File: src/rtl/reg_file_mp.sv
// Multi-port register file: two registered read ports, one handshaked write port, and a
// post-reset init sequencer. Define REGFILE_BYPASS_EN to enable write-to-read bypass.
module reg_file_mp #(
    parameter int unsigned WIDTH    = 8,
    parameter int unsigned DEPTH    = 8,
    parameter int unsigned ADDR_W   = 3,
    parameter bit          ZERO_REG = 1'b0
) (
    input  logic              clk,
    input  logic              reset,
    input  logic              wr_en,
    input  logic [ADDR_W-1:0] wr_addr,
    input  logic [WIDTH-1:0]  wr_data,
    output logic              wr_ready,
    input  logic              rd_en0,
    input  logic [ADDR_W-1:0] rd_addr0,
    output logic [WIDTH-1:0]  rd_data0,
    output logic              rd_valid0,
    input  logic              rd_en1,
    input  logic [ADDR_W-1:0] rd_addr1,
    output logic [WIDTH-1:0]  rd_data1,
    output logic              rd_valid1,
    output logic              init_busy,
    output logic              addr_err
);

`ifdef REGFILE_BYPASS_EN
    localparam bit BypassEn = 1'b1;
`else
    localparam bit BypassEn = 1'b0;
`endif

    localparam logic [ADDR_W-1:0] LastIdx = ADDR_W'(DEPTH - 1);

    typedef enum logic [0:0] {StInit, StRun} state_e;

    state_e            state_q, state_d;
    logic [ADDR_W-1:0] init_ptr_q, init_ptr_d;
    logic [WIDTH-1:0]  mem_q [DEPTH];
    logic [WIDTH-1:0]  rd_data0_q, rd_data0_d;
    logic [WIDTH-1:0]  rd_data1_q, rd_data1_d;
    logic              rd_valid0_q, rd_valid0_d;
    logic              rd_valid1_q, rd_valid1_d;
    logic              addr_err_q, addr_err_d;

    logic              wr_oor, rd0_oor, rd1_oor;
    logic              wr_commit, byp0, byp1;
    logic              mem_we;
    logic [ADDR_W-1:0] mem_waddr;
    logic [WIDTH-1:0]  mem_wdata;

    // Priority: out-of-range and zero register force 0, then bypass, then stored value.
    function automatic logic [WIDTH-1:0] rd_mux(input logic oor, input logic is_zero,
                                                input logic byp, input logic [WIDTH-1:0] wdata,
                                                input logic [WIDTH-1:0] stored);
        if (oor || is_zero) begin
            rd_mux = '0;
        end else if (byp) begin
            rd_mux = wdata;
        end else begin
            rd_mux = stored;
        end
    endfunction

    assign wr_oor  = 32'(wr_addr) >= DEPTH;
    assign rd0_oor = 32'(rd_addr0) >= DEPTH;
    assign rd1_oor = 32'(rd_addr1) >= DEPTH;

    // Only accepted, in-range, non-zero-register writes actually land in the array.
    assign wr_commit = (state_q == StRun) && wr_en && !wr_oor && !(ZERO_REG && wr_addr == '0);
    assign byp0      = BypassEn && wr_commit && (wr_addr == rd_addr0);
    assign byp1      = BypassEn && wr_commit && (wr_addr == rd_addr1);

    always_comb begin
        state_d     = state_q;
        init_ptr_d  = init_ptr_q;
        mem_we      = 1'b0;
        mem_waddr   = wr_addr;
        mem_wdata   = wr_data;
        rd_data0_d  = rd_data0_q;
        rd_data1_d  = rd_data1_q;
        rd_valid0_d = 1'b0;
        rd_valid1_d = 1'b0;
        addr_err_d  = 1'b0;

        case (state_q)
            StInit: begin
                mem_we     = 1'b1;
                mem_waddr  = init_ptr_q;
                mem_wdata  = WIDTH'(init_ptr_q);
                init_ptr_d = init_ptr_q + ADDR_W'(1);
                if (init_ptr_q == LastIdx) begin
                    state_d = StRun;
                end
            end
            StRun: begin
                mem_we     = wr_commit;
                addr_err_d = (wr_en && wr_oor) || (rd_en0 && rd0_oor) || (rd_en1 && rd1_oor);
                if (rd_en0) begin
                    rd_valid0_d = 1'b1;
                    rd_data0_d  = rd_mux(rd0_oor, ZERO_REG && rd_addr0 == '0, byp0, wr_data,
                                         mem_q[rd_addr0]);
                end
                if (rd_en1) begin
                    rd_valid1_d = 1'b1;
                    rd_data1_d  = rd_mux(rd1_oor, ZERO_REG && rd_addr1 == '0, byp1, wr_data,
                                         mem_q[rd_addr1]);
                end
            end
            default: state_d = StInit;
        endcase

        // Reset wins over everything, including init and user writes.
        if (!reset) begin
            mem_we = 1'b0;
        end
    end

    always_ff @(posedge clk) begin
        if (!reset) begin
            state_q     <= StInit;
            init_ptr_q  <= '0;
            rd_data0_q  <= '0;
            rd_data1_q  <= '0;
            rd_valid0_q <= 1'b0;
            rd_valid1_q <= 1'b0;
            addr_err_q  <= 1'b0;
        end else begin
            state_q     <= state_d;
            init_ptr_q  <= init_ptr_d;
            rd_data0_q  <= rd_data0_d;
            rd_data1_q  <= rd_data1_d;
            rd_valid0_q <= rd_valid0_d;
            rd_valid1_q <= rd_valid1_d;
            addr_err_q  <= addr_err_d;
        end
    end

    // Array is never cleared; the init sequencer is what gives it defined contents.
    always_ff @(posedge clk) begin
        if (mem_we) begin
            mem_q[mem_waddr] <= mem_wdata;
        end
    end

    assign wr_ready  = (state_q == StRun);
    assign init_busy = (state_q == StInit);
    assign rd_data0  = rd_data0_q;
    assign rd_data1  = rd_data1_q;
    assign rd_valid0 = rd_valid0_q;
    assign rd_valid1 = rd_valid1_q;
    assign addr_err  = addr_err_q;

endmodule

File: config.mk
export PLATFORM = sky130hd
export DESIGN_NAME = reg_file_mp
export DESIGN_NICKNAME = d
export VERILOG_FILES = /design/src/rtl/reg_file_mp.sv
export SDC_FILE = /design/constraint.sdc
export NUM_CORES = 1
export LEC_CHECK = 0
export CELL_PAD_IN_SITES_DETAIL_PLACEMENT = 1
export CELL_PAD_IN_SITES_GLOBAL_PLACEMENT = 1
export CORE_MARGIN = 2
export CORE_UTILIZATION = 30
export CTS_CLUSTER_DIAMETER = 60
export DETAILED_ROUTE_END_ITERATION = 12
export PLACE_DENSITY_LB_ADDON = 0.1
export SLEW_MARGIN = 20
export SYNTH_ARGS = -nofsm -noshare
export SYNTH_HDL_FRONTEND = slang
export SYNTH_SLANG_ARGS = --single-unit
File: constraint.sdc
create_clock -name clk -period 4.2 [get_ports clk]
set_clock_uncertainty 0.2 [all_clocks]
set_input_delay 0.84 -clock clk [delete_from_list [all_inputs] [get_ports clk]]
set_output_delay 0.84 -clock clk [all_outputs]
set_load 0.005 [all_outputs]
==> impl_metrics.toml <==
[sta]
fin_ws_ns = 1.29
finalSetupTns_ns = 0
fin_crit_sh_pct = 69.3
setup_violations = 0
hold_violations = 0
rsz0062_at_grt = "no"
worst_slew_pin_slew_ns = 1.05
maxSlewHeadroom_pct = 30.3
fmax_ghz = 0.344
maxSlewViolCount = 0
fin_crit_ns = 2.91

[setup_path]
setup.worst_path.end_class = "output pin"
path_max_fanout = 15
cp_top_family = "buffers and inverters"
critical_path_class = "flip-flop to output pin"
crit_chain = "buf_4, inv_2, clkdlybuf4s50_1"
critPathBufInv = 3
crit_path_max_incr_delay_ns = 0.65
start_kind = "flip-flop"
crit_arrival_ns = 1.87
worstPathRequired_ns = 3.16
slowest_stage = "dfxtp_1"

[synth]
synth.distinct_cells = 35
seq_area_frac_synth_pct = 59.0
yosys.area.top_type_share_pct = 48.0
synth_top_area_cell = "edfxtp_1"
synthTopCellsByArea = "edfxtp_1, mux2i_1, dfxtp_1, a22oi_1, nor2_1"
synth_cells = 310
synth_flop_cell = "edfxtp_1"
synth_most_common_cell = "mux2i_1"
synth_edf_count = 64
synth_area_per_cell_sq_um = 12.9
syn-num-nets = 334
ys_seq_elements = 86
yosys_warnings = 0
async_flop_share_pct = 0
netlist_area_sq_mm = 0.00401
netlist_top_cells_count = "mux2i_1, edfxtp_1, a22oi_1"

[route]
drt-wirelength-per-cell_um = 22.5
drt_wl_total_mm = 11.8
drt-initial-drc-count = 138
viasPerCell = 5.00
via_count = 2618
firstDrtPassIters = 4
drc_errors = 0
ant_nets = 0

[floorplanning]
core_sq_mm = 0.0131
initial_core_util_pct = 30.5
die_x_um = 120
dieHeight_um = 120
rows = 42
pin_count = 43
die_area_sq_mm = 0.0143

[clocking]
clkSinkCount = 86
path_clk_slew_ns = 0.06
cts_resized = 0
cts_buffers = 9
clockRootBuffer = "clkbuf_16"
htreeDepth = 3
cts_buffer_depth = 2
clk_latency_ns = 0.34
post_cts_buffers = 0
ctsHoldBuffers = 0
cts_tree = "built"

[place]
pre_cts_ws_ns = 1.19
globalplace.congestion = 0.880
postPlaceCellArea_sq_mm = 0.00445
dpl.hpwl_mm = 8.66
placed_cells = 508
place.port_buffers = 41

[cells_and_area]
drive_gt1_share_pct = 6.90
fillCellCount = 1414
syn2layout_area_growth_pct = 19.3
final_cells = 524
n_antenna_cell = 0
fin_nets = 367
design_area_sq_mm = 0.00478

[pwr]
swShare_pct = 22.3
p_leak_uw = 0.00171
pwr_density_cell_mw_per_mm2 = 412
power_frac_clock_pct = 43.8
peakVddDrop_mv = 0.208
power.switching_uw = 438
p_seq_share_pct = 48.4
internal_power_uw = 1530
pwr-share-comb_pct = 7.9

[global_route]
antenna_found_initial = 0
grt_use_total_pct = 17.4
grt_pass1_wl_mm = 17.5
first_global_vias = 2803
grt.overflow.total = 0
grt_max_degree = 33

[outcome]
status = "complete, no violations"

[run]
drv_cap = 0

[hold_path]
hold_class = "flip-flop to flip-flop"
-- power by group through the flow --
stage	clock network, uW	registers [uW]	logic (uW)
after CTS	878	951	157
final	861	951	155
after detailed placement	0	970	156
after floorplan	0	964	105
after global routing	908	954	170
after global placement	0	969	156
-- cell usage in the layout (no fill, tap or decap), types with 2 or more instances in the layout --
master and instances:
buf_2 2, and3_1 4, clkbuf_16 10, clkdlybuf4s50_1 39, nor2b_1 7, a22oi_1 32, and2_1 7, nand2_2 2
nor2_1 29, clkbuf_8 2, dfxtp_1 22, a21oi_1 17, o21ai_1 2, edfxtp_1 64, ha_1 2, and2_0 2
mux2i_1 66, buf_4 3, nand2_1 4, o21ai_0 16
-- through the flow --
stage,hold WS [ns],total power [uW],utilization [%]
final,0.340,1970,36.4
after floorplan,0.284,1070,-
after CTS,0.336,1990,36.4
after detailed placement,0.325,1130,33.9
after global routing,0.367,2030,36.4
after global placement,0.314,1120,33.9
-- path summary, 6_finish.rpt --
| check | to | slack, ns | cells after the start | startpoint |
|---|---|---|---|---|
| worst max-delay path | init_busy | 1.29 | 3 | wr_ready |
| worst min-delay path | rd_data0[3] | 0.34 | 2 | rd_data0[3] |
| worst max register to register | mem_q[5][4] | 1.62 | 4 | wr_ready |
| worst min register to register | rd_data0[3] | 0.34 | 2 | rd_data0[3] |
-- flip-flops by register name, summed over array words and instances (netlist names) --
name and cells:
mem_q 64, rd_data0 8, rd_data1 8, init_ptr_q 3, rd_valid0 1, rd_valid1 1, wr_ready 1
-- layout make-up --
type | count | area (sq um) | share of cell area [%]
inverter | 2 | 7.51 | 0.157
multi-input combinational | 200 | 1440 | 30.1
timing repair buffer | 44 | 423 | 8.85
clock buffer | 12 | 278 | 5.81
tap | 176 | 220 | 4.61
clock inverter | 4 | 50.0 | 1.05
sequential | 86 | 2360 | 49.4
-- cell families after synthesis --
kind of cell	count (synthesis)	share of synthesized area, %
simple gates	58	7.03
fa+ha+maj	2	0.625
compound gates	72	11.4
other cells	1	0.0936
flops	86	59.0
buf+inv	24	5.12
mux	67	16.8
-- metal layers --
metal / global-route usage, % / share of wire, %
met1: 22.2 / 45
met2: 29.1 / 49
met3: 3.04 / 4.7
met4: 7.13 / 1.5
met5: 0 / 0
-- worst register-to-register path: cells and delay by family, from the launching register on --
kind            cells  cell delay [ns]
flops               1             0.65
simple gates        1             0.55
buf+inv             2             0.43
compound gates      1             0.38
(Power assumes the default switching activity.)
